$ cat src/rtl/fu_pkg.sv
// Shared types for the RipTide integer ALU functional unit: opcodes, packed
// result flags and the fixed datapath width.
package fu_pkg;

  localparam int DATA_W = 64;

  typedef enum logic [2:0] {
    OP_PASSB = 3'b000,
    OP_ADD   = 3'b010,
    OP_SUB   = 3'b011,
    OP_AND   = 3'b100,
    OP_OR    = 3'b101,
    OP_XOR   = 3'b110
  } alu_op_e;

  typedef struct packed {
    logic negative;
    logic zero;
    logic overflow;
    logic carry_out;
  } alu_flags_t;

endpackage

$ cat src/rtl/fu_alu_issue_if.sv
// Token channels of the ALU issue stage: operand A, operand B and the result
// stream. The master side is the surrounding fabric, the slave side the stage.
interface fu_alu_issue_if
  import fu_pkg::*;
#(
  parameter int W = DATA_W
);

  logic         a_valid;
  logic [W-1:0] a_data;
  logic         a_ready;

  logic         b_valid;
  logic [W-1:0] b_data;
  logic         b_ready;

  logic         out_valid;
  logic [W-1:0] out_data;
  alu_flags_t   out_flags;
  logic         out_ready;

  modport master (
    output a_valid, a_data, b_valid, b_data, out_ready,
    input  a_ready, b_ready, out_valid, out_data, out_flags
  );

  modport slave (
    input  a_valid, a_data, b_valid, b_data, out_ready,
    output a_ready, b_ready, out_valid, out_data, out_flags
  );

endinterface

$ cat src/rtl/fu_alu.sv
// Combinational 64-bit integer ALU; subtraction reuses the adder as A + ~B + 1
// so carry and overflow come out of the same extended sum.
module fu_alu
  import fu_pkg::*;
(
  input  logic [DATA_W-1:0] a,
  input  logic [DATA_W-1:0] b,
  input  logic [2:0]        cntrl,
  output logic [DATA_W-1:0] result,
  output alu_flags_t        flags
);

  logic              is_sub;
  logic              is_arith;
  logic [DATA_W-1:0] b_eff;
  logic [DATA_W:0]   sum;

  always_comb begin
    is_sub   = (cntrl == OP_SUB);
    is_arith = (cntrl == OP_ADD) || is_sub;
    b_eff    = is_sub ? ~b : b;
    sum      = {1'b0, a} + {1'b0, b_eff} + {{DATA_W{1'b0}}, is_sub};

    result = '0;
    case (cntrl)
      OP_PASSB:       result = b;
      OP_ADD, OP_SUB: result = sum[DATA_W-1:0];
      OP_AND:         result = a & b;
      OP_OR:          result = a | b;
      OP_XOR:         result = a ^ b;
      default:        result = '0;
    endcase

    flags.negative  = result[DATA_W-1];
    flags.zero      = (result == '0);
    flags.overflow  = is_arith && (a[DATA_W-1] == b_eff[DATA_W-1])
                               && (sum[DATA_W-1] != a[DATA_W-1]);
    flags.carry_out = is_arith && sum[DATA_W];
  end

endmodule

$ cat src/rtl/fu_alu_issue.sv
// Dataflow issue/collect stage around fu_alu: buffers one A and one B token,
// fires when operands and output space are present, queues results in a 2-deep FIFO.
module fu_alu_issue
  import fu_pkg::*;
#(
  parameter int W         = DATA_W,
  parameter int OUT_DEPTH = 2,
  parameter int CNT_W     = 32
) (
  input  logic             clk,
  input  logic             rst_n,
  input  logic             cfg_we,
  input  logic [2:0]       cfg_op,
  input  logic             cfg_const_en,
  input  logic [W-1:0]     cfg_const,
  output logic             cfg_busy,
  fu_alu_issue_if.slave    io,
  output logic [CNT_W-1:0] fire_cnt
);

  logic [2:0]   op_q;
  logic         const_en_q;
  logic [W-1:0] const_q;

  logic         a_full, b_full;
  logic [W-1:0] a_buf, b_buf;

  logic [1:0]   out_count;
  logic [W-1:0] fifo_data  [OUT_DEPTH];
  alu_flags_t   fifo_flags [OUT_DEPTH];

  logic         fire, b_used, a_hs, b_hs, pop;
  logic [W-1:0] alu_b, alu_result;
  alu_flags_t   alu_flags;

  // Fire depends only on registered state, so out_ready never reaches a_ready/b_ready.
  assign fire   = a_full && (b_full || const_en_q) && (out_count != 2'(OUT_DEPTH));
  assign b_used = fire && !const_en_q;

  assign io.a_ready = !a_full || fire;
  assign io.b_ready = !const_en_q && (!b_full || b_used);
  assign a_hs       = io.a_valid && io.a_ready;
  assign b_hs       = io.b_valid && io.b_ready;
  assign pop        = io.out_valid && io.out_ready;

  assign cfg_busy     = a_full || b_full || (out_count != 2'd0);
  assign io.out_valid = (out_count != 2'd0);
  assign io.out_data  = fifo_data[0];
  assign io.out_flags = fifo_flags[0];

  assign alu_b = const_en_q ? const_q : b_buf;

  fu_alu u_alu (
    .a      (a_buf),
    .b      (alu_b),
    .cntrl  (op_q),
    .result (alu_result),
    .flags  (alu_flags)
  );

  always_ff @(posedge clk or negedge rst_n) begin
    if (!rst_n) begin
      op_q       <= 3'b000;
      const_en_q <= 1'b0;
      const_q    <= '0;
    end else if (cfg_we && !cfg_busy) begin
      op_q       <= cfg_op;
      const_en_q <= cfg_const_en;
      const_q    <= cfg_const;
    end
  end

  // A freshly accepted token takes priority over emptying the buffer on fire.
  always_ff @(posedge clk or negedge rst_n) begin
    if (!rst_n) begin
      a_full <= 1'b0;
      b_full <= 1'b0;
      a_buf  <= '0;
      b_buf  <= '0;
    end else begin
      if (a_hs) begin
        a_buf  <= io.a_data;
        a_full <= 1'b1;
      end else if (fire) begin
        a_full <= 1'b0;
      end
      if (b_hs) begin
        b_buf  <= io.b_data;
        b_full <= 1'b1;
      end else if (b_used) begin
        b_full <= 1'b0;
      end
    end
  end

  // Entry 0 is always the head; a push together with a pop can only occur at count 1.
  always_ff @(posedge clk or negedge rst_n) begin
    if (!rst_n) begin
      out_count     <= 2'd0;
      fifo_data[0]  <= '0;
      fifo_data[1]  <= '0;
      fifo_flags[0] <= '0;
      fifo_flags[1] <= '0;
    end else begin
      case ({fire, pop})
        2'b10: begin
          if (out_count == 2'd0) begin
            fifo_data[0]  <= alu_result;
            fifo_flags[0] <= alu_flags;
          end else begin
            fifo_data[1]  <= alu_result;
            fifo_flags[1] <= alu_flags;
          end
          out_count <= out_count + 2'd1;
        end
        2'b01: begin
          fifo_data[0]  <= fifo_data[1];
          fifo_flags[0] <= fifo_flags[1];
          out_count     <= out_count - 2'd1;
        end
        2'b11: begin
          fifo_data[0]  <= alu_result;
          fifo_flags[0] <= alu_flags;
        end
        default: ;
      endcase
    end
  end

  always_ff @(posedge clk or negedge rst_n) begin
    if (!rst_n) begin
      fire_cnt <= '0;
    end else if (fire) begin
      fire_cnt <= fire_cnt + CNT_W'(1);
    end
  end

endmodule

$ cat src/flat_wrapper.sv
// flat-port wrapper written by rule: the top's interface ports become plain ports
module fu_alu_issue_flat import fu_pkg::*;
#(
  parameter int W         = DATA_W,
  parameter int OUT_DEPTH = 2,
  parameter int CNT_W     = 32
)
  (clk, rst_n, cfg_we, cfg_op, cfg_const_en, cfg_const, cfg_busy, fire_cnt, io_a_valid, io_a_data, io_b_valid, io_b_data, io_out_ready, io_a_ready, io_b_ready, io_out_valid, io_out_data, io_out_flags);
  fu_alu_issue_if #(.W(W)) io_i ();
  input  logic clk;
  input  logic rst_n;
  input  logic cfg_we;
  input  logic [2:0] cfg_op;
  input  logic cfg_const_en;
  input  logic [W-1:0] cfg_const;
  output logic cfg_busy;
  output logic [CNT_W-1:0] fire_cnt;
  input wire logic [$bits(io_i.a_valid)-1:0] io_a_valid;
  input wire logic [$bits(io_i.a_data)-1:0] io_a_data;
  input wire logic [$bits(io_i.b_valid)-1:0] io_b_valid;
  input wire logic [$bits(io_i.b_data)-1:0] io_b_data;
  input wire logic [$bits(io_i.out_ready)-1:0] io_out_ready;
  output wire logic [$bits(io_i.a_ready)-1:0] io_a_ready;
  output wire logic [$bits(io_i.b_ready)-1:0] io_b_ready;
  output wire logic [$bits(io_i.out_valid)-1:0] io_out_valid;
  output wire logic [$bits(io_i.out_data)-1:0] io_out_data;
  output wire logic [$bits(io_i.out_flags)-1:0] io_out_flags;
  assign io_i.a_valid = io_a_valid;
  assign io_i.a_data = io_a_data;
  assign io_i.b_valid = io_b_valid;
  assign io_i.b_data = io_b_data;
  assign io_i.out_ready = io_out_ready;
  assign io_a_ready = io_i.a_ready;
  assign io_b_ready = io_i.b_ready;
  assign io_out_valid = io_i.out_valid;
  assign io_out_data = io_i.out_data;
  assign io_out_flags = io_i.out_flags;
  fu_alu_issue #(.W(W), .OUT_DEPTH(OUT_DEPTH), .CNT_W(CNT_W)) u_core (.clk(clk), .rst_n(rst_n), .cfg_we(cfg_we), .cfg_op(cfg_op), .cfg_const_en(cfg_const_en), .cfg_const(cfg_const), .cfg_busy(cfg_busy), .io(io_i), .fire_cnt(fire_cnt));
endmodule
$ cat config.mk
export PLATFORM = sky130hd
export DESIGN_NAME = fu_alu_issue_flat
export DESIGN_NICKNAME = d
export VERILOG_FILES = /design/src/rtl/fu_pkg.sv /design/src/rtl/fu_alu_issue_if.sv /design/src/rtl/fu_alu.sv /design/src/rtl/fu_alu_issue.sv /design/src/flat_wrapper.sv
export SDC_FILE = /design/constraint.sdc
export NUM_CORES = 1
export LEC_CHECK = 0
export ABC_AREA = 1
export BUFFER_PORTS_ARGS = -buffer_cell sky130_fd_sc_hd__buf_4
export CORE_MARGIN = 8
export CORE_UTILIZATION = 60
export CTS_CLUSTER_DIAMETER = 60
export DETAILED_ROUTE_END_ITERATION = 16
export MAX_ROUTING_LAYER = met4
export PLACE_DENSITY = 0.83
export SYNTH_ARGS = -nofsm -noshare
export SYNTH_HDL_FRONTEND = slang
export SYNTH_HIERARCHICAL = 1
export SYNTH_SLANG_ARGS = --single-unit
$ cat constraint.sdc
create_clock -name clk -period 3.9 [get_ports clk]
set_input_delay 0.39 -clock clk [delete_from_list [all_inputs] [get_ports clk]]
set_output_delay 0.39 -clock clk [all_outputs]
set_load 0.05 [all_outputs]
Yosys cells after proc, flatten, opt, wreduce, memory -nomap -nowiden
Index checks and enable logic that the tools add are counted.
{"block": "totals", "register_bits": 368, "out_inout_bits": 104, "word_cells": 85}
{"block": "classes", "addsub": 5, "eq_ne": 12, "muxes": 12, "bitwise_logic": 5, "n_reduce_logical": 32}
{"operator": "$pmux W64 S5", "n": 1}
{"operator": "$mux W64", "n": 3}
{"operator": "$pmux W64 S3", "n": 1}
{"operator": "$add A64 B64 Y65", "n": 1}
{"operator": "$add A65 B1 Y65", "n": 1}
{"operator": "$and A64 B64 Y64", "n": 1}
{"operator": "$logic_not A64 Y1", "n": 1}
{"operator": "$not A64 Y64", "n": 1}
{"operator": "$or A64 B64 Y64", "n": 1}
{"operator": "$xor A64 B64 Y64", "n": 1}
{"operator": "$add A32 B1 Y32 const B", "n": 1}
{"operator": "$pmux W4 S3", "n": 1}
{"operator": "$logic_and A1 B1 Y1", "n": 11}
{"operator": "$eq A3 B3 Y1 const B", "n": 3}
{"operator": "$reduce_bool A2 Y1", "n": 4}
{"operator": "$eq A3 B2 Y1 const B", "n": 2}
{"operator": "$logic_or A1 B1 Y1", "n": 6}
{"operator": "$eq A2 B2 Y1 const B", "n": 2}
{"operator": "$logic_not A1 Y1", "n": 4}
{"operator": "$mux W1", "n": 4}
{"operator": "$mux W4", "n": 1}
{"operator": "$pmux W2 S2", "n": 1}
{"operator": "$reduce_and A2 Y1", "n": 2}
{"operator": "$logic_not A3 Y1", "n": 1}
{"operator": "other kinds (11)", "n": 11}

Logic depth before layout (Yosys ltp)
{"block": "depth", "depth_word": 9, "mapped_depth": 32}

Hierarchy
Netlist, hierarchy kept.
{"module": "fu_alu_issue", "n_inst": 1, "cells_per_inst": 1904, "area_per_inst_um2": 16422.0, "seq_area_each_um2": 9208.8}
{"module": "fu_alu", "n_inst": 1, "cells_per_inst": 1984, "area_per_inst_um2": 10563.9, "seq_area_each_um2": 0.0}

Worst setup path after synthesis
OpenSTA, ideal clock, no wires.
{"block": "synth_timing", "path_type": "reg2reg", "start": "reg u_core.const_en_q", "end": "reg u_core.fifo_flags (netlist bit u_core/io.out_flags[2])", "setup_ps": 77, "t_arrival_ps": 3440, "required_ps": 3823, "path_slack_ps": 382, "path_stages_with_launch": 29, "path_buffers": 2, "period_less_slack_ps": 3518, "path_cell_list": "dfrtp_1 inv_2 clkbuf_1 buf_1 nand2_1 nand2_1 inv_1 xor2_1 ha_1 nand2_1 inv_1 a21oi_1 nand2_2 nand2_1 nand2_1 or2_1 nand3_1 nand2_1 nor2_1 nand3_1 nor2_1 nand3_1 nor2_1 nand3_1 nor2_1 inv_1 nor2_1 a21oi_1 a21oi_1"}
{"element": "from (decl)", "line": "fu_alu_issue.sv:22", "rtl": "logic const_en_q;"}
{"element": "from (signal assigned)", "line": "fu_alu_issue.sv:68", "rtl": "const_en_q <= cfg_const_en;"}
{"element": "to (decl)", "line": "fu_alu_issue.sv:30", "rtl": "alu_flags_t fifo_flags [OUT_DEPTH];"}

==> results.yml <==
run_status:
  status: "complete, but fails checks"
  violations: "setup timing"
synth:
  synth_ff_type: "dfrtp_1"
  syn_area_sq_um: 27000
  synth_compound_area_share_pct: 9.68
  yosys.area_share.xor_xnor_pct: 2.63
  synth_mux_area_share_pct: 2.80
  synth.distinct_cells: 43
  synth_seq_area_share_pct: 34.1
  synth.most_common_cell: "nand2_1"
  synth.yosys.warnings: 6
  ys_async_sr_fraction_pct: 100
  mappedNetlistNets: 4295
  synth_fa_ha_area_share_pct: 9.53
  synth_seq_cells: 368
  syn-instance-count: 3888
  synthSimpleGateAreaFrac_pct: 29.8
  synth_top_family_by_area: "simple AND/OR/NAND/NOR gates"
  synth_top_cell_area_share_pct: 34.1
  synth_top_area_cell: "dfrtp_1"
  synth_area_leaders: "dfrtp_1, nand2_1, ha_1, inv_1, nor2_1"
  synth_commonest_cells: "nand2_1, inv_1, dfrtp_1, nor2_1, nand3_1"
  synth.avg_cell_area_sq_um: 6.94
  synth_edf_count: 0
placement:
  io_buffers: 305
  place_congestion: 1.04
  dpl.cell_count: 4903
  dp.final_hpwl_mm: 71.5
  preCtsSetupSlack_ns: -0.140
hold_path:
  hold_depth: 2
  hold_path_class: "input port to flip-flop"
  hold_end: "u_core/const_q[50]$_DFFE_PN0P_"
  worst_hold_startpoint: "cfg_const[50]"
worst_setup_path:
  reg2reg_depth: 28
  cp-end-kind: "flip-flop"
  start_kind: "flip-flop"
  worstPathArrival_ns: 4.49
  crit-reg2reg-launch: "u_core/const_en_q$_DFFE_PN0P_"
  cp_max_fo: 7
  worstSetupPathType: "flip-flop to flip-flop"
  slowest_delay_ns: 0.44
  r2r_end: "u_core/io.out_flags[2]$_DFFE_PN0P_"
  critPathRequiredTime_ns: 4.37
  worst_path_most_repeated_cell: "nand3_1"
  cp_slowest_cell: "dfrtp_2"
  r2r_setup_slack_ns: -0.12
routing:
  vias_per_cell: 5.61
  drtIter0Drc: 3201
  num_vias: 28100
  drc_errors: 0
  wl_mm: 95.5
  ant_nets: 0
  wl_per_cell_um: 19.1
  drtPass1Iterations: 6
final_layout:
  final_util_pct: 77.4
  nNetsFinal: 4797
  drive_gt1_share_pct: 24.7
  area_delta_synth_final_pct: 27.0
  fin_cells: 5010
timing:
  hold_viol: 0
  fin_ws_ns: -0.117
  grt_setup_unrepaired: "yes"
  fin_crit_ns: 4.02
  skew_ns: 0.0288
  max_freq_mhz: 249
  drv_slew: 0
  totalNegativeSetupSlack_ns: -0.117
  setup_viol: 1
  period_share_pct: 103
  worst_slew_pin_slew_ns: 0.973
  maxSlewHeadroom_pct: 35.1
global_routing:
  antenna_found_initial: 1
  grt_pass1_vias: 26500
  grt_start_max_net_pins: 114
  grt_usage_pct: 35.2
  overflow: 0
  grt_pass1_wl_mm: 144
pwr:
  ir_worst_vdd_v: 0.000661
  switching_share_pct: 43.7
  intPower_mw: 9.14
  netSwitchingPower_mw: 7.10
  p_leak_nw: 18.4
  power_frac_comb_pct: 45.0
  pwr-share-clk_pct: 21.9
  p_per_area_nw_per_um2: 474
  p_seq_share_pct: 33.1
floorplanning:
  rows: 77
  io_pins: 306
  core_area_sq_um: 44300
  start_util_pct: 60.9
  fp.dieArea_sq_um: 52000
  die_x_um: 228
  fp.dieH_um: 228
cts:
  clock_latency_ns: 0.56
  h-tree-depth: 2
  tritoncts: "yes"
  clock_sinks: 368
  cts_buffer_depth: 3
  cts_inserted_buffers: 39
  root_buffer: "clkbuf_16"
  path_clk_slew_ns: 0.07
run:
  cap_violations: 0
## registers in the layout (all words and copies together) (netlist names)
signal,flops
u_core/op_q,3
u_core/out_count,2
u_core/io.out_flags,4
u_core/a_buf,64
u_core/fifo_flags,4
u_core/b_buf,64
u_core/b_full,1
u_core/a_full,1
u_core/const_q,64
u_core/fifo_data,64
u_core/fire_cnt,32
u_core/io.out_data,64
u_core/const_en_q,1
## how the worst max path moves through the flow
| stage | to | cells after the start | start |
|---|---|---|---|
| 6_report | u_core/io.out_flags[2]$_DFFE_PN0P_ | 28 | u_core/const_en_q$_DFFE_PN0P_ |
| 2_1_floorplan | u_core/io.out_flags[2]$_DFFE_PN0P_ | 28 | u_core/const_en_q$_DFFE_PN0P_ |
| 3_3_place_gp | u_core/io.out_flags[2]$_DFFE_PN0P_ | 27 | u_core/const_en_q$_DFFE_PN0P_ |
| 5_1_grt | u_core/io.out_flags[2]$_DFFE_PN0P_ | 29 | u_core/const_en_q$_DFFE_PN0P_ |
| 4_1_cts | u_core/io.out_flags[2]$_DFFE_PN0P_ | 25 | u_core/const_en_q$_DFFE_PN0P_ |
| 3_5_place_dp | u_core/io.out_flags[2]$_DFFE_PN0P_ | 29 | u_core/const_en_q$_DFFE_PN0P_ |
## layout by cell type (no fill, tap or decap), types with 26 or more instances in the layout
cell	instances
a21oi_2	26
nand2_1	1136
nor2_1	299
ha_1	185
a221oi_1	52
clkbuf_16	42
buf_4	646
a21oi_1	188
inv_1	502
mux2_2	67
o21ai_0	140
nor2_2	45
xor2_1	60
dfrtp_1	367
nand4_1	42
nand3b_1	28
nand3_1	239
nand2_2	106
## repair_timing
action / in CTS / in global routing
pin swaps: 20 / 81
gates cloned: 1 / 3
hold buffers: 1 / 0
buffers inserted: 11 / 22
resized for setup: 75 / 255
endpoints found under the hold margin: 104 / 0
endpoints found under the setup margin: 4 / 27
## power by group through the flow
stage                     Sequential [mW]  Combinational (mW)  Clock, mW
after floorplan                      5.20                4.71          0
after detailed placement             5.36                6.64          0
after global routing                 5.46                7.90       3.73
after CTS                            5.31                6.84       3.59
final                                5.38                7.31       3.55
after global placement               5.34                6.48          0
## area by class of cell
type,instances,area (sq um)
Tap cell,592,741
Clock inverter,10,113
Multi-Input combinational cell,2787,15800
Antenna cell,2,5.00
Fill cell,3174,10000
Timing Repair Buffer,674,5330
Clock buffer,57,1080
Inverter,520,1960
Sequential cell,368,9210
## critical path: cells and delay by family (launching register included)
kind / cells / cell delay (ns)
adders and majority gates: 1 / 0.34
AOI/OAI and AO/OA: 2 / 0.23
and+or+nand+nor: 17 / 1.85
xor gates and xnor gates: 1 / 0.16
DFF: 1 / 0.44
buffers and inverters: 7 / 0.88
## metrics by stage
| stage | hold slack, ns | area [sq um] | power [mW] |
|---|---|---|---|
| after detailed placement | 0.458 | 31600 | 12.0 |
| final | 0.0657 | 34300 | 16.2 |
| after CTS | 0.0495 | 33100 | 15.7 |
| after global routing | 0.0534 | 34300 | 17.1 |
| after floorplan | 0.0944 | 27000 | 9.91 |
| after global placement | 0.455 | 31600 | 11.8 |
## layer usage
metal  up-vias  GRT usage [%]  part of all wire, %
met5         -              -                    0
met4         0           7.72                  2.6
met1     13300           48.9                   43
met3       170           7.28                  9.8
met2      1384           52.8                   45
li1      13300              -                    -
## cells by family after synthesis
kind of cell               after synthesis
and+or+nand+nor                       1968
buffers and inverters                  733
AOI/OAI and AO/OA                      466
DFF                                    368
adders and majority gates              205
xor gates and xnor gates                81
muxes                                   67
No activity file was read; power rests on OpenSTA's default activity.
